==> src/rtl/dispense_controller_if.sv <==
// Keypad, button, flow-sensor and valve signals of the dispense controller.
// master = the controller itself; slave = the surrounding keypad/sensor/valve side.
interface dispense_controller_if #(
  parameter int AMOUNT_WIDTH = 14
);
  logic [AMOUNT_WIDTH-1:0] target_amount;
  logic                    ok_pressed;
  logic                    cancel_pressed;
  logic                    flow_pulse;
  logic                    valve_open;
  logic                    busy;
  logic                    done;
  logic                    fault;
  logic [AMOUNT_WIDTH-1:0] dispensed_amount;
  logic                    clear_entry;

  modport master (
    input  target_amount, ok_pressed, cancel_pressed, flow_pulse,
    output valve_open, busy, done, fault, dispensed_amount, clear_entry
  );

  modport slave (
    output target_amount, ok_pressed, cancel_pressed, flow_pulse,
    input  valve_open, busy, done, fault, dispensed_amount, clear_entry
  );
endinterface

==> src/rtl/dispense_controller.sv <==
// Latches a confirmed volume, opens the valve and counts flow pulses to the target.
// Outputs registered, one clock after the deciding input; flow count lands 3 clocks after a sensor edge.
module dispense_controller #(
  parameter int AMOUNT_WIDTH     = 14,
  parameter int MAX_AMOUNT       = 9999,
  parameter int ML_PER_PULSE     = 5,
  parameter int TIMEOUT_CYCLES   = 50000000,
  parameter int DONE_HOLD_CYCLES = 100000000
) (
  input logic                  clock,
  input logic                  reset,
  dispense_controller_if.master bus
);
  typedef enum logic [1:0] {IDLE, DISPENSING, DONE, FAULT} state_t;

  localparam int TW = (TIMEOUT_CYCLES > 1) ? $clog2(TIMEOUT_CYCLES) : 1;
  localparam int HW = (DONE_HOLD_CYCLES > 1) ? $clog2(DONE_HOLD_CYCLES) : 1;
  localparam logic [TW-1:0]           TMR_LAST  = TW'(TIMEOUT_CYCLES - 1);
  localparam logic [HW-1:0]           HOLD_LAST = HW'(DONE_HOLD_CYCLES - 1);
  localparam logic [AMOUNT_WIDTH-1:0] MAX_AMT   = AMOUNT_WIDTH'(MAX_AMOUNT);
  localparam logic [AMOUNT_WIDTH:0]   STEP      = (AMOUNT_WIDTH + 1)'(ML_PER_PULSE);

  state_t                  state, state_nxt;
  logic [AMOUNT_WIDTH-1:0] target, target_nxt;
  logic [AMOUNT_WIDTH-1:0] amount, amount_nxt;
  logic [TW-1:0]           timer, timer_nxt;
  logic [HW-1:0]           hold, hold_nxt;
  logic                    clear_nxt;
  logic                    flow_meta, flow_sync, flow_prev;
  logic                    flow_edge;
  logic                    target_ok;
  logic [AMOUNT_WIDTH:0]   sum_raw;
  logic [AMOUNT_WIDTH-1:0] sum_sat;

  assign flow_edge = flow_sync & ~flow_prev;
  assign target_ok = (bus.target_amount != '0) && (bus.target_amount <= MAX_AMT);
  assign sum_raw   = {1'b0, amount} + STEP;
  assign sum_sat   = sum_raw[AMOUNT_WIDTH] ? '1 : sum_raw[AMOUNT_WIDTH-1:0];

  always_comb begin
    state_nxt  = state;
    target_nxt = target;
    amount_nxt = amount;
    timer_nxt  = timer;
    hold_nxt   = hold;
    clear_nxt  = 1'b0;
    case (state)
      IDLE: begin
        if (bus.cancel_pressed) begin
          clear_nxt = 1'b1;
        end else if (bus.ok_pressed && target_ok) begin
          target_nxt = bus.target_amount;
          amount_nxt = '0;
          timer_nxt  = '0;
          clear_nxt  = 1'b1;
          state_nxt  = DISPENSING;
        end
      end
      DISPENSING: begin
        // Cancel beats a same-cycle flow edge, which is dropped.
        if (bus.cancel_pressed) begin
          hold_nxt  = '0;
          state_nxt = DONE;
        end else if (flow_edge) begin
          amount_nxt = sum_sat;
          timer_nxt  = '0;
          if (sum_sat >= target) begin
            hold_nxt  = '0;
            state_nxt = DONE;
          end
        end else if (timer == TMR_LAST) begin
          state_nxt = FAULT;
        end else begin
          timer_nxt = timer + 1'b1;
        end
      end
      DONE: begin
        if (bus.cancel_pressed || hold == HOLD_LAST) begin
          state_nxt = IDLE;
        end else begin
          hold_nxt = hold + 1'b1;
        end
      end
      FAULT: begin
        if (bus.cancel_pressed) begin
          clear_nxt = 1'b1;
          state_nxt = IDLE;
        end
      end
      default: state_nxt = IDLE;
    endcase
  end

  // Status outputs are registered copies of the next state, so valve_open tracks busy exactly.
  always_ff @(posedge clock or posedge reset) begin
    if (reset) begin
      state                <= IDLE;
      target               <= '0;
      amount               <= '0;
      timer                <= '0;
      hold                 <= '0;
      flow_meta            <= 1'b0;
      flow_sync            <= 1'b0;
      flow_prev            <= 1'b0;
      bus.valve_open       <= 1'b0;
      bus.busy             <= 1'b0;
      bus.done             <= 1'b0;
      bus.fault            <= 1'b0;
      bus.clear_entry      <= 1'b0;
      bus.dispensed_amount <= '0;
    end else begin
      state                <= state_nxt;
      target               <= target_nxt;
      amount               <= amount_nxt;
      timer                <= timer_nxt;
      hold                 <= hold_nxt;
      flow_meta            <= bus.flow_pulse;
      flow_sync            <= flow_meta;
      flow_prev            <= flow_sync;
      bus.valve_open       <= (state_nxt == DISPENSING);
      bus.busy             <= (state_nxt == DISPENSING);
      bus.done             <= (state_nxt == DONE);
      bus.fault            <= (state_nxt == FAULT);
      bus.clear_entry      <= clear_nxt;
      bus.dispensed_amount <= amount_nxt;
    end
  end
endmodule

==> src/flat_wrapper.sv <==
// flat-port wrapper written by rule: the top's interface ports become plain ports
module dispense_controller_flat 
#(
  parameter int AMOUNT_WIDTH     = 14,
  parameter int MAX_AMOUNT       = 9999,
  parameter int ML_PER_PULSE     = 5,
  parameter int TIMEOUT_CYCLES   = 50000000,
  parameter int DONE_HOLD_CYCLES = 100000000
)
  (clock, reset, bus_target_amount, bus_ok_pressed, bus_cancel_pressed, bus_flow_pulse, bus_valve_open, bus_busy, bus_done, bus_fault, bus_dispensed_amount, bus_clear_entry);
  dispense_controller_if #(.AMOUNT_WIDTH(AMOUNT_WIDTH)) bus_i ();
  input logic clock;
  input logic reset;
  input wire logic [$bits(bus_i.target_amount)-1:0] bus_target_amount;
  input wire logic [$bits(bus_i.ok_pressed)-1:0] bus_ok_pressed;
  input wire logic [$bits(bus_i.cancel_pressed)-1:0] bus_cancel_pressed;
  input wire logic [$bits(bus_i.flow_pulse)-1:0] bus_flow_pulse;
  output wire logic [$bits(bus_i.valve_open)-1:0] bus_valve_open;
  output wire logic [$bits(bus_i.busy)-1:0] bus_busy;
  output wire logic [$bits(bus_i.done)-1:0] bus_done;
  output wire logic [$bits(bus_i.fault)-1:0] bus_fault;
  output wire logic [$bits(bus_i.dispensed_amount)-1:0] bus_dispensed_amount;
  output wire logic [$bits(bus_i.clear_entry)-1:0] bus_clear_entry;
  assign bus_i.target_amount = bus_target_amount;
  assign bus_i.ok_pressed = bus_ok_pressed;
  assign bus_i.cancel_pressed = bus_cancel_pressed;
  assign bus_i.flow_pulse = bus_flow_pulse;
  assign bus_valve_open = bus_i.valve_open;
  assign bus_busy = bus_i.busy;
  assign bus_done = bus_i.done;
  assign bus_fault = bus_i.fault;
  assign bus_dispensed_amount = bus_i.dispensed_amount;
  assign bus_clear_entry = bus_i.clear_entry;
  dispense_controller #(.AMOUNT_WIDTH(AMOUNT_WIDTH), .MAX_AMOUNT(MAX_AMOUNT), .ML_PER_PULSE(ML_PER_PULSE), .TIMEOUT_CYCLES(TIMEOUT_CYCLES), .DONE_HOLD_CYCLES(DONE_HOLD_CYCLES)) u_core (.clock(clock), .reset(reset), .bus(bus_i));
endmodule
==> config.mk <==
export PLATFORM = sky130hd
export DESIGN_NAME = dispense_controller_flat
export DESIGN_NICKNAME = d
export VERILOG_FILES = /design/src/rtl/dispense_controller_if.sv /design/src/rtl/dispense_controller.sv /design/src/flat_wrapper.sv
export SDC_FILE = /design/constraint.sdc
export NUM_CORES = 1
export LEC_CHECK = 0
export ABC_AREA = 1
export CAP_MARGIN = 20
export CELL_PAD_IN_SITES_DETAIL_PLACEMENT = 0
export CELL_PAD_IN_SITES_GLOBAL_PLACEMENT = 2
export CORE_AREA = 4 4 96 188
export DETAILED_ROUTE_END_ITERATION = 6
export DIE_AREA = 0 0 100 192
export HOLD_SLACK_MARGIN = 0.06
export PLACE_DENSITY_LB_ADDON = 0.12
export SLEW_MARGIN = 40
export SYNTH_ARGS = -nofsm -noshare
export SYNTH_HDL_FRONTEND = slang
export SYNTH_SLANG_ARGS = --single-unit
==> constraint.sdc <==
create_clock -name clock -period 6.09 [get_ports clock]
set_input_delay 0.9135 -clock clock [delete_from_list [all_inputs] [get_ports clock]]
set_output_delay 0.9135 -clock clock [all_outputs]
set_load 0.01 [all_outputs]
Word-level counts from Yosys, hierarchy flattened
Cells that the tools add are included.

word-level totals
  memory bits (read-only) = 0
  memory bits (writable) = 0
  bits in registers = 90
  word-level logic and storage cells = 77
  output and inout bits = 19
  bits in latches = 0
  memories kept = 0

operators by class
  bitwise gates (word level) = 3
  reduce and logical (&&, ||, !) cells = 11
  multipliers = 0
  shifts and indexed selects = 0
  order comparisons = 2
  $add $sub $neg = 3
  eq/ne operators = 16
  div/mod/pow operators = 0
  mux-type cells = 30

operator list
  kind                                                             number
  26-bit 2-to-1 mux                                                5
  27-bit 2-to-1 mux                                                4
  14-bit 2-to-1 mux                                                5
  27-bit one-hot mux with 2 select lines                           1
  26-bit one-hot mux with 2 select lines                           1
  14-bit one-hot mux with 2 select lines                           1
  27-bit by 1-bit adder with 27-bit output, second input constant  1
  27-bit == test, second input constant                            1
  26-bit by 1-bit adder with 26-bit output, second input constant  1
  26-bit == test, second input constant                            1
  2-bit 2-to-1 mux                                                 8
  14-bit by 3-bit adder with 15-bit output, second input constant  1
  14-bit greater-or-equal comparator                               1
  14-bit <= comparator, second input constant                      1
  14-bit nonzero test                                              1
  5-bit AND reduction                                              2
  3-bit by 2-bit != test with 1-bit output, second input constant  3
  2-bit == test, second input constant                             4
  2-bit one-hot mux with 4 select lines                            1
  2-bit != test, second input constant                             3
  2-bit by 1-bit == test with 1-bit output, second input constant  2
  2-bit by 1-bit != test with 1-bit output, second input constant  2
  4-bit AND reduction                                              1
  2-bit nonzero test                                               2
  other kinds (8)                                                  12

Depth between registers and ports, before layout
Gate-level depths: netlist (run 1).

  depth in word-level cells = 8
  gate-level depth with buffers = 24
  gate-level depth less buffers = 22

Worst setup path before layout (run 1)
No wires, ideal clock.

  path type = reg-to-reg
  start point = reg u_core.bus.dispensed_amount[0] (netlist name)
  end point = reg u_core.hold[19]
  path slack = 3.248 ns
  stages on the path, launching flop included = 24
  required time = 5.974 ns
  period minus slack after synthesis = 2.842 ns
  data arrival time = 2.726 ns
  path through = dfrtp_1 ha_1 nor2_1 nor2_1 nand2_1 nor2_1 nand2_1 inv_1 or2_2 ha_1 nand2_1 nand2_1 nand2_1 nand3_1 nand2_1 nand3_1 nand2_1 nand2_1 nand2_4 inv_2 buf_6 buf_6 nand2_1 nand2_1

RTL lines
  what                    RTL line                    RTL
  end signal: assignment  dispense_controller.sv:116  hold <= hold_nxt;
  end: declaration        dispense_controller.sv:27   logic [HW-1:0] hold, hold_nxt;

==> results of run 1 <==
-- power groups by stage --
stage	sequential, uW	combinational (uW)	clock (uW)
6_report	726	607	547
3_3_place_gp	735	614	0
3_5_place_dp	739	621	0
2_1_floorplan	731	448	0
5_1_grt	735	694	588
4_1_cts	727	623	570
-- layer usage --
layer | GRT usage | share of wire | up-vias
met4 | 0.108 | 0.050 | 0
met5 | 0 | 0 | -
met3 | 0.0218 | 0.027 | 45
li1 | - | - | 2864
met2 | 0.378 | 0.56 | 120
met1 | 0.203 | 0.36 | 2616
-- metrics by stage --
step / total power (uW) / area (um2) / utilization / hold slack, ns / setup slack (ns)
floorplan: 1180 / 6000 / - / 0.331 / 2.84
global placement: 1350 / 6520 / 0.391 / 0.341 / 2.27
detailed placement: 1360 / 6530 / 0.391 / 0.336 / 2.25
CTS: 1920 / 6800 / 0.408 / 0.351 / 2.25
global route: 2020 / 6800 / 0.408 / 0.354 / 1.77
finish: 1880 / 6800 / 0.408 / 0.351 / 2.31
-- sequential cells by signal (all words and copies together) (netlist names) --
name and flops:
u_core.bus.fault 1, u_core.hold 27, u_core.flow_prev 1, u_core.flow_sync 1, u_core.flow_meta 1, u_core.timer 26
u_core.bus.valve_open 1, u_core.target 14, u_core.state 2, u_core.bus.clear_entry 1, u_core.bus.done 1, u_core.bus.dispensed_amount 14
-- synth_stat cells (9+ instances only) --
master    instances  area share
nand2_1         295        0.18
nor2_1          107       0.067
buf_2             9      0.0075
nand4_1          34       0.035
nand3_1          51       0.043
clkbuf_1          9      0.0056
a21oi_1          12       0.010
xor2_1           25       0.036
inv_1            94       0.059
ha_1             21       0.044
o21ai_1          17       0.014
dfrtp_1          90        0.38
o21ai_0          47       0.039
nor3_1           28       0.023
-- cell families (layout without fill, tap and decap cells) --
kind of cell	after synthesis	count (layout)	synth area share
DFF	90	90	0.375
adders and majority gates	21	21	0.0438
and+or+nand+nor	537	537	0.380
xor gates and xnor gates	29	29	0.0423
buffers and inverters	123	153	0.0846
AOI/OAI and AO/OA	84	84	0.0738
-- worst paths after layout --
| kind | from | endpoint | cells after the start |
|---|---|---|---|
| worst max-delay path | u_core.bus.dispensed_amount[0] | u_core.hold[24] | 22 |
| worst min-delay path | u_core.flow_meta | u_core.flow_sync | 0 |
| worst max register to register | u_core.bus.dispensed_amount[0] | u_core.hold[24] | 22 |
| worst min register to register | u_core.flow_meta | u_core.flow_sync | 0 |
| max in group asynchronous | reset | u_core.target[1] | 3 |
| min in group asynchronous | reset | u_core.flow_prev | 2 |
-- final cells by class --
type	count	area, um2
Clock buffer	10	229
Clock inverter	4	45.0
Fill cell	1798	9880
Inverter	99	374
Multi-Input combinational cell	671	3240
Sequential cell	90	2250
Tap cell	207	259
Timing Repair Buffer	40	397
==> metrics.md, run 1 <==
| Metric | Value |
|---|---|
| Die area | 19200 um2 |
| Remaining antenna violation count | 0 |
| Fin cells | 1121 |
| CP max FO | 29 |
| Period minus WS final | 3.78 ns |
| Most used cell, CP | nand2_1 |
| PortBufs | 37 |
| Initial core utilization | 0.360 |
| Ant. Diodes | 0 |
| # setup viols final | 0 |
| Final count of hold timing violations | 0 |
| Mean post-synth cell area | 6.79 um2 |
| Net Switching | 705 uW |
| FFs w/ async S/R, synth | 1.00 |
| Routed WL | 18.1 mm |
| First-pass GRT wire length | 29.3 mm |
| Worst Skew | 0.0103 ns |
| CP max stage cell | dfrtp_1 |
| EDFF count, synth | 0 |
| IO Pins | 38 |
| Worst Hold Class | flop to flop |
| Syn-to-layout area delta | 13.3% |
| Clock tree buffer depth | 2 |
| Drt via density | 5.04 |
| TritonCTS clock tree | built |
| Period utilisation layout | 0.620 |
| Clock power share | 0.291 |
| Seq pwr share | 0.386 |
| RSZ-0062 raised after global routing | false |
| GRT Util Overall | 0.197 |
| LEAKAGE | 0.00310 uW |
| Initial antenna violation count | 0 |
| CP top delay family | simple AND/OR/NAND/NOR gates |
| FF+latch count, synth | 90 |
| Sw Share | 0.375 |
| Row count | 67 |
| Comb pwr share | 0.323 |
| Status | finished clean |
| DR pass1 iterations | 5 |
| Die H | 192 um |
| Routability cong. | 0.994 |
| Share of layout cells above drive strength 1 | 0.0449 |
| Final nets | 951 |
| FMAX | 0.265 GHz |
| DRC Markers | 0 |
| Root buffer cell | clkbuf_16 |
| Netlist cell types | 36 |
| Routed vias | 5645 |
| Pwr dens | 277 nW/um2 |
| Post-CTS setup buffers | 0 |
| Worst Setup Path Type | flop to flop |
| 1st-iter DRT viols | 264 |
| CTS Sinks | 90 |
| Req. time, crit path | 6.36 ns |
| Worst-Margin Slew | 0.729 ns |
| Worst Path Buf+Inv | 2 |
| Total gr overflow | 0 |
| Cts bufs inserted | 9 |
| Syn_nets | 924 |
| Largest net degree at the start of global routing | 69 |
| Max_slew headroom | 0.513 |
| Sequential share of the synthesized area | 0.375 |
| CP cell instances | ha_1 -> nor2_1 -> nor2_1 -> nand2_1 -> nor2_1 -> nand2_1 -> inv_1 -> a21oi_1 -> o21ai_0 -> ha_1 -> nand2_1 -> nor2_1 -> nand2_1 -> nand3_1 -> nand2_1 -> nand3_1 -> nand2_1 -> nand2_1 -> nand2_4 -> inv_2 -> nand2_1 -> o21ai_1 |
| Synthesized area | 6000 um2 |
| Drt wl/cell | 16.2 um |
| Vias in the first global route | 5660 |
| Synth Flop Type | dfrtp_1 |
| Cell count after synthesis | 884 |
| IR drop worst, VDD | 0.000138 V |
| Worst-path clk slew | 0.07 ns |
| H-tree depth | 3 |
| Clock latency at the later pin of the worst-skew pair | 0.35 ns |
| Core area | 16700 um2 |
| Commonest non-fill, non-tap cell in the layout | nand2_1 |
| Int Power | 1180 uW |
| Critical Path Max Stage Delay | 0.45 ns |
| Hpwl dp | 14.3 mm |
| FF-to-FF setup slack | 2.31 ns |
| Max-slew violations | 0 |
| DIE WIDTH | 100 um |
| Setup TNS | 0 ns |
| Crit start category | flop |
| Commonest non-fill, non-tap cells in the layout | 295 x nand2_1, 107 x nor2_1, 93 x inv_1, 90 x dfrtp_1, 51 x nand3_1 |
| Ys Warns | 0 |
| CTS Hold Bufs | 0 |
| Max Cap Viol | 0 |
| Critical path arrival | 4.04 ns |
| Crit path capture type | flop |
| Post-CTS sizing | 0 |
| Dpl cells | 1107 |
No activity file was read; power rests on OpenSTA's default activity.
==> inputs of run 2 (changes only) <==
--- a/config.mk
+++ b/config.mk
@@ -9,9 +9,9 @@
 export CAP_MARGIN = 20
 export CELL_PAD_IN_SITES_DETAIL_PLACEMENT = 0
 export CELL_PAD_IN_SITES_GLOBAL_PLACEMENT = 2
-export CORE_AREA = 4 4 96 188
+export CORE_AREA = 4 4 104 204
 export DETAILED_ROUTE_END_ITERATION = 6
-export DIE_AREA = 0 0 100 192
+export DIE_AREA = 0 0 108 208
 export HOLD_SLACK_MARGIN = 0.06
 export PLACE_DENSITY_LB_ADDON = 0.12
 export SLEW_MARGIN = 40
==> constraint.sdc (replaced) <==
create_clock -name clock -period 3.4 [get_ports clock]
set_input_delay 0.51 -clock clock [delete_from_list [all_inputs] [get_ports clock]]
set_output_delay 0.51 -clock clock [all_outputs]
set_load 0.01 [all_outputs]
==> metrics.md, run 2 (synthesis gave the netlist of run 1 again) <==
| Metric | Value |
|---|---|
| Status | finished clean (unchanged) |
| Most used cell, CP | nand2_1 (unchanged) |
| Routed WL | 18.9 mm (was 18.1 mm) |
| # setup viols final | 0 (unchanged) |
| FMAX | 0.330 GHz (was 0.265 GHz) |
| IO Pins | 38 (unchanged) |
| DR pass1 iterations | 4 (was 5) |
| GRT Util Overall | 0.176 (was 0.197) |
| CP cell instances | ha_1 -> nor2_2 -> nor2_1 -> nand2_1 -> nor2_1 -> nand2_1 -> inv_2 -> buf_4 -> nor2_1 -> nand2_1 -> ha_1 -> nand2_1 -> inv_1 -> nand2_1 -> nand2_1 -> nor2_1 -> nand3_1 -> nand2_1 -> nand2_1 -> nand2_4 -> buf_6 -> o21ai_0 (was ha_1 -> nor2_1 -> nor2_1 -> nand2_1 -> nor2_1 -> nand2_1 -> inv_1 -> a21oi_1 -> o21ai_0 -> ha_1 -> nand2_1 -> nor2_1 -> nand2_1 -> nand3_1 -> nand2_1 -> nand3_1 -> nand2_1 -> nand2_1 -> nand2_4 -> inv_2 -> nand2_1 -> o21ai_1) |
| Worst-Margin Slew | 0.599 ns (was 0.729 ns) |
| IR drop worst, VDD | 0.000272 V (was 0.000138 V) |
| Commonest non-fill, non-tap cell in the layout | nand2_1 (unchanged) |
| Fin cells | 1192 (was 1121) |
| DP Area | 6690 um2 (was 6530 um2) |
| Syn-to-layout area delta | 16.6% (was 13.3%) |
| Max Cap Viol | 0 (unchanged) |
| Period minus WS final | 3.03 ns (was 3.78 ns) |
| CP top delay family | simple AND/OR/NAND/NOR gates (unchanged) |
| Worst Path Buf+Inv | 4 (was 2) |
| Ant. Diodes | 0 (unchanged) |
| Worst-path clk slew | 0.07 ns (about the same) |
| Drt wl/cell | 15.9 um (was 16.2 um) |
| LEAKAGE | 0.00317 uW (was 0.00310 uW) |
| Dpl cells | 1174 (was 1107) |
| Remaining antenna violation count | 0 (unchanged) |
| First-pass GRT wire length | 30.3 mm (was 29.3 mm) |
| Req. time, crit path | 3.65 ns (was 6.36 ns) |
| Total power | 3480 uW (was 1880 uW) |
| Final core occ | 0.353 (was 0.408) |
| Fillers | 2214 (was 1798) |
| Row count | 73 (was 67) |
| Top flop regs | u_core.hold x27, u_core.timer x26 (unchanged) |
| CP max FO | 25 (was 29) |
| Clock tree buffer depth | 2 (unchanged) |
| DIE WIDTH | 108 um (was 100 um) |
| Crit path capture type | flop (unchanged) |
| Worst Hold Class | flop to flop (unchanged) |
| Post-route cell area | 7000 um2 (was 6800 um2) |
| Routed vias | 5677 (was 5645) |
| Max_slew headroom | 0.600 (was 0.513) |
| Die H | 208 um (was 192 um) |
| Vias in the first global route | 5733 (was 5660) |
| Clock latency at the later pin of the worst-skew pair | 0.37 ns (was 0.35 ns) |
| Crit start category | flop (unchanged) |
| Critical Path Max Stage Delay | 0.39 ns (was 0.45 ns) |
| Final nets | 965 (was 951) |
| Largest net degree at the start of global routing | 41 (was 69) |
| Initial antenna violation count | 0 (unchanged) |
| H-tree depth | 3 (unchanged) |
| Final count of hold timing violations | 0 (unchanged) |
| Routability cong. | 0.843 (was 0.994) |
| Initial core utilization | 0.303 (was 0.360) |
| Die area | 22500 um2 (was 19200 um2) |
| TritonCTS clock tree | built (unchanged) |
| CTS Sinks | 90 (unchanged) |
| Top reg by flops | u_core.hold (unchanged) |
| PortBufs | 37 (unchanged) |
| Worst Skew | 0.0103 ns (about the same) |
| Root buffer cell | clkbuf_16 (unchanged) |
| CP max stage cell | dfrtp_1 (unchanged) |
| Period utilisation layout | 0.891 (was 0.620) |
| Hpwl dp | 14.9 mm (was 14.3 mm) |
| Commonest non-fill, non-tap cells in the layout | 295 x nand2_1, 106 x nor2_1, 92 x inv_1, 90 x dfrtp_1, 51 x nand3_1 (was 295 x nand2_1, 107 x nor2_1, 93 x inv_1, 90 x dfrtp_1, 51 x nand3_1) |
| Worst Setup Path Type | flop to flop (unchanged) |
| Critical path arrival | 3.28 ns (was 4.04 ns) |
| Largest register FFs | 27 (unchanged) |
| CTS Hold Bufs | 0 (unchanged) |
| Drt via density | 4.76 (was 5.04) |
| Total gr overflow | 0 (unchanged) |
| Core area | 19800 um2 (was 16700 um2) |
| DRC Markers | 0 (unchanged) |
| Share of layout cells above drive strength 1 | 0.0634 (was 0.0449) |
| 1st-iter DRT viols | 195 (was 264) |
| Cts bufs inserted | 9 (unchanged) |
| Max-slew violations | 0 (unchanged) |
| Pwr dens | 498 nW/um2 (was 277 nW/um2) |
[run 2: stage by stage]
stage / setup slack [ns] / TNS [ns] / hold slack, ns
global route: -0.00905 / -0.0115 / 0.369
finish: 0.371 / 0 / 0.353
detailed placement: 0.0226 / 0 / 0.341
CTS: 0.0112 / 0 / 0.358
floorplan: 0.555 / 0 / 0.331
global placement: 0.164 / 0 / 0.342
[run 2: cell type report]
class	instances	area [um2]	share of cell area
Clock buffer	9	225	0.0322
Timing Repair Buffer	54	514	0.0735
Multi-Input combinational cell	671	3240	0.464
Tap cell	262	328	0.0468
Sequential cell	90	2250	0.322
Inverter	99	382	0.0545
Clock inverter	7	53.8	0.00769
[run 2: final timing paths]
kind                                                start               end  slack, ns  cells past startpoint
hold / removal                           u_core.flow_meta  u_core.flow_sync       0.35                      0
setup / recovery           u_core.bus.dispensed_amount[1]   u_core.hold[23]       0.37                     22
setup reg to reg           u_core.bus.dispensed_amount[1]   u_core.hold[23]       0.37                     22
max in group asynchronous                           reset  u_core.timer[21]       2.16                      3
min in group asynchronous                           reset  u_core.flow_meta       0.57                      2
hold reg to reg                          u_core.flow_meta  u_core.flow_sync       0.35                      0
[run 2: worst reg2reg max path, cell delays in order (launching register included)]
cell and delay (ns):
dfrtp_1 0.39, ha_1 0.20, nor2_2 0.05, nor2_1 0.17, nand2_1 0.12, nor2_1 0.14
nand2_1 0.15, inv_2 0.15, buf_4 0.12, nor2_1 0.03, nand2_1 0.09, ha_1 0.24
nand2_1 0.07, inv_1 0.04, nand2_1 0.05, nand2_1 0.05, nor2_1 0.14, nand3_1 0.10
nand2_1 0.08, nand2_1 0.09, nand2_4 0.12, buf_6 0.21, o21ai_0 0.12
[run 2: power breakdown]
group          switching [uW]  internal [uW]  total [uW]
Clock                     502            503        1000
Sequential               95.3           1210        1300
Combinational             788            390        1180
[run 2: layer usage]
metal	up-vias	share of wire	GRT usage
met5	-	0	0
met4	0	0.047	0.0920
met3	40	0.025	0.0292
met2	93	0.57	0.337
met1	2629	0.36	0.175
li1	2915	-	-
[run 2: timing repair]
item,in CTS,in global routing
gates resized for setup,0,7
setup endpoints to repair,0,29
buffers inserted,0,2
==> inputs of run 3 (changes only) <==
--- a/config.mk
+++ b/config.mk
@@ -5,15 +5,15 @@
 export SDC_FILE = /design/constraint.sdc
 export NUM_CORES = 1
 export LEC_CHECK = 0
-export ABC_AREA = 1
-export CAP_MARGIN = 20
+export CAP_MARGIN = 5
 export CELL_PAD_IN_SITES_DETAIL_PLACEMENT = 0
 export CELL_PAD_IN_SITES_GLOBAL_PLACEMENT = 2
-export CORE_AREA = 4 4 104 204
+export CORE_AREA = 4 4 97 190
 export DETAILED_ROUTE_END_ITERATION = 6
-export DIE_AREA = 0 0 108 208
+export DIE_AREA = 0 0 101 194
 export HOLD_SLACK_MARGIN = 0.06
 export PLACE_DENSITY_LB_ADDON = 0.12
+export SKIP_LAST_GASP = 1
 export SLEW_MARGIN = 40
 export SYNTH_ARGS = -nofsm -noshare
 export SYNTH_HDL_FRONTEND = slang
==> metrics.md, run 3 <==
| Metric | Value |
|---|---|
| Worst r2r src | u_core.bus.dispensed_amount[0] (was u_core.bus.dispensed_amount[1]) |
| FF+latch count, synth | 90 (unchanged) |
| Drt wl/cell | 18.5 um (was 15.9 um) |
| Worst Hold Depth | 0 (unchanged) |
| DIE WIDTH | 101 um (was 108 um) |
| Commonest non-fill, non-tap cell in the layout | dfrtp_1 (was nand2_1) |
| Period minus WS final | 3.38 ns (was 3.03 ns) |
| Die area | 19600 um2 (was 22500 um2) |
| Max Cap Viol | 0 (unchanged) |
| Drt via density | 5.54 (was 4.76) |
| CP max FO | 13 (was 25) |
| Vias in the first global route | 5315 (was 5733) |
| Status | finished clean (unchanged) |
| GRT Util Overall | 0.177 (was 0.176) |
| Commonest non-fill, non-tap cells in the layout | 87 x dfrtp_1, 67 x nand2_1, 50 x buf_4, 44 x nor2_1, 38 x o21ai_0 (was 295 x nand2_1, 106 x nor2_1, 92 x inv_1, 90 x dfrtp_1, 51 x nand3_1) |
| Worst Skew | 0.00905 ns (was 0.0103 ns) |
| Final core occ | 0.412 (was 0.353) |
| Total gr overflow | 0 (unchanged) |
| FMAX | 0.296 GHz (was 0.330 GHz) |
| Worst-path clk slew | 0.07 ns (about the same) |
| Cts bufs inserted | 9 (unchanged) |
| Core area | 16800 um2 (was 19800 um2) |
| DR pass1 iterations | 5 (was 4) |
| Commonest cells in the netlist | 90 x dfrtp_1, 68 x nand2_1, 44 x nor2_1 (was 295 x nand2_1, 107 x nor2_1, 94 x inv_1) |
| Largest net degree at the start of global routing | 63 (was 41) |
| LEAKAGE | 0.00289 uW (was 0.00317 uW) |
| Dpl cells | 893 (was 1174) |
| TritonCTS clock tree | built (unchanged) |
| Pwr dens | 611 nW/um2 (was 498 nW/um2) |
| Routability cong. | 0.775 (was 0.843) |
| Synth top area share | 0.412 (was 0.375) |
| Worst-Margin Slew | 0.629 ns (was 0.599 ns) |
| Row count | 67 (was 73) |
| Worst Reg-to-Reg Cells | 15 (was 22) |
| FF-to-FF setup slack | 0.02 ns (was 0.37 ns) |
| FFs w/ async S/R, synth | 1.00 (unchanged) |
| Top reg by flops | u_core.hold (unchanged) |
| Critical path arrival | 3.61 ns (was 3.28 ns) |
| 1st-iter DRT viols | 203 (was 195) |
| Synthesized area | 5470 um2 (was 6000 um2) |
| Remaining antenna violation count | 0 (unchanged) |
| PortBufs | 37 (unchanged) |
| Routed vias | 5059 (was 5677) |
| Max-slew violations | 0 (unchanged) |
| CP max stage cell | dfrtp_2 (was dfrtp_1) |
| Synth Flop Type | dfrtp_1 (unchanged) |
| Syn-to-layout area delta | 26.8% (was 16.6%) |
| CP cell instances | ha_4 -> o2111ai_4 -> nor2_1 -> nand2_1 -> nand2_1 -> mux2_4 -> ha_4 -> nand4_1 -> or3_4 -> a31oi_2 -> o31ai_4 -> buf_6 -> clkbuf_16 -> o31ai_2 -> o31ai_4 (was ha_1 -> nor2_2 -> nor2_1 -> nand2_1 -> nor2_1 -> nand2_1 -> inv_2 -> buf_4 -> nor2_1 -> nand2_1 -> ha_1 -> nand2_1 -> inv_1 -> nand2_1 -> nand2_1 -> nor2_1 -> nand3_1 -> nand2_1 -> nand2_1 -> nand2_4 -> buf_6 -> o21ai_0) |
| IR drop worst, VDD | 0.000269 V (was 0.000272 V) |
| Mean post-synth cell area | 8.77 um2 (was 6.79 um2) |
| Fin cells | 913 (was 1192) |
| Top cells by area, synth | dfrtp_1 41%, o31ai_1 5.6%, ha_1 4.8% (was dfrtp_1 38%, nand2_1 18%, nor2_1 6.7%) |
| Clock latency at the later pin of the worst-skew pair | 0.35 ns (was 0.37 ns) |
| Setup TNS | 0 ns (unchanged) |
| First-pass GRT wire length | 27.5 mm (was 30.3 mm) |
| Worst Setup Path Type | flop to flop (unchanged) |
| Reg2reg end | u_core.hold[26] (was u_core.hold[23]) |
| Period utilisation layout | 0.994 (was 0.891) |
| Die H | 194 um (was 208 um) |
| HP Start | u_core.flow_meta (unchanged) |
| Most frequent cell after synthesis | dfrtp_1 (was nand2_1) |
| Routed WL | 16.9 mm (was 18.9 mm) |
| Yosys top cell by area | dfrtp_1 (unchanged) |
| Sequential share of the synthesized area | 0.412 (was 0.375) |
| Final count of hold timing violations | 0 (unchanged) |
| Top flop regs | u_core.hold x27, u_core.timer x26 (unchanged) |
| Cell count after synthesis | 624 (was 884) |
| RSZ-0062 raised after global routing | true |
| Share of layout cells above drive strength 1 | 0.166 (was 0.0634) |
| Crit path capture type | flop (unchanged) |
| Ant. Diodes | 0 (unchanged) |
| Root buffer cell | clkbuf_16 (unchanged) |
| Ys Warns | 0 (unchanged) |
| CTS Sinks | 90 (unchanged) |
| Hpwl dp | 12.2 mm (was 14.9 mm) |
| Clock tree buffer depth | 2 (unchanged) |
| IO Pins | 38 (unchanged) |
| EDFF count, synth | 0 (unchanged) |
| # setup viols final | 0 (unchanged) |
| Max_slew headroom | 0.577 (was 0.600) |
| Syn_nets | 664 (was 924) |
| Final nets | 742 (was 965) |
| Initial core utilization | 0.325 (was 0.303) |
| Hold EP | u_core.flow_sync (unchanged) |
| Netlist cell types | 64 (was 36) |
| Worst Hold Class | flop to flop (unchanged) |
| Req. time, crit path | 3.63 ns (was 3.65 ns) |
| Crit start category | flop (unchanged) |
| Initial antenna violation count | 0 (unchanged) |
| Hold WS | 0.356 ns (was 0.353 ns) |
| Largest register FFs | 27 (unchanged) |
| H-tree depth | 3 (unchanged) |
| Critical Path Max Stage Delay | 0.44 ns (was 0.39 ns) |
| DRC Markers | 0 (unchanged) |
==> run 3: worst max-delay path, delay by kind of cell, from the launching register on <==
family	cells	cell delay [ns]
AOI/OAI and AO/OA	5	1.03
adders and majority gates	2	0.45
buffers and inverters	2	0.31
DFF	1	0.44
muxes	1	0.28
and+or+nand+nor	5	0.75
==> run 3: worst max-delay path by stage <==
stage,end,startpoint
2_1_floorplan,u_core.hold[17],u_core.bus.dispensed_amount[0]
3_3_place_gp,u_core.bus.done,u_core.bus.dispensed_amount[0]
3_5_place_dp,u_core.bus.done,u_core.bus.dispensed_amount[0]
4_1_cts,u_core.bus.done,u_core.bus.dispensed_amount[0]
5_1_grt,u_core.hold[17],u_core.bus.dispensed_amount[0]
6_report,u_core.hold[26],u_core.bus.dispensed_amount[0]
==> run 3: timing repair <==
action	4_1_cts	5_1_grt
endpoints found under the setup margin	7	32
hold endpoints to repair	0	0
pin swaps	0	9
cloned	0	2
resized for setup	2	24
hold buffers	0	0
buffers inserted	0	3
==> run 3: layout make-up <==
type / instances / area (um2)
Sequential cell: 90 / 2260
Clock inverter: 3 / 17.5
Tap cell: 207 / 259
Fill cell: 1723 / 9910
Timing Repair Buffer: 98 / 932
Inverter: 27 / 103
Clock buffer: 12 / 236
Multi-Input combinational cell: 476 / 3140
==> run 3: cell families after synthesis <==
group	after synthesis	synth area share
flops	90	0.412
xor+xnor	22	0.0352
fa+ha+maj	21	0.0480
mux	4	0.00800
compound gates	169	0.209
buf+inv	58	0.0450
simple gates	260	0.244
==> run 3: metrics by stage <==
| step | setup slack [ns] | total power [uW] | instance area (um2) |
|---|---|---|---|
| 2_1_floorplan | 0.00795 | 2460 | 5560 |
| 3_3_place_gp | -0.0638 | 3190 | 6490 |
| 3_5_place_dp | -0.0884 | 3240 | 6490 |
| 4_1_cts | -0.0101 | 4190 | 6760 |
| 5_1_grt | -0.137 | 4580 | 6940 |
| 6_report | 0.0210 | 4240 | 6940 |
==> run 3: layer usage <==
metal,vias up,part of all wire,global-route usage
met5,-,0,0
met4,0,0.022,0.0676
met3,22,0.020,0.0248
met2,56,0.56,0.331
met1,2523,0.40,0.196
li1,2458,-,-
==> run 3: report_power, final <==
group / total, uW / internal (uW) / leakage, uW / switching (uW)
clock network: 922 / 491 / 0.000122 / 431
logic: 1960 / 823 / 0.00156 / 1140
registers: 1360 / 1240 / 0.00121 / 113
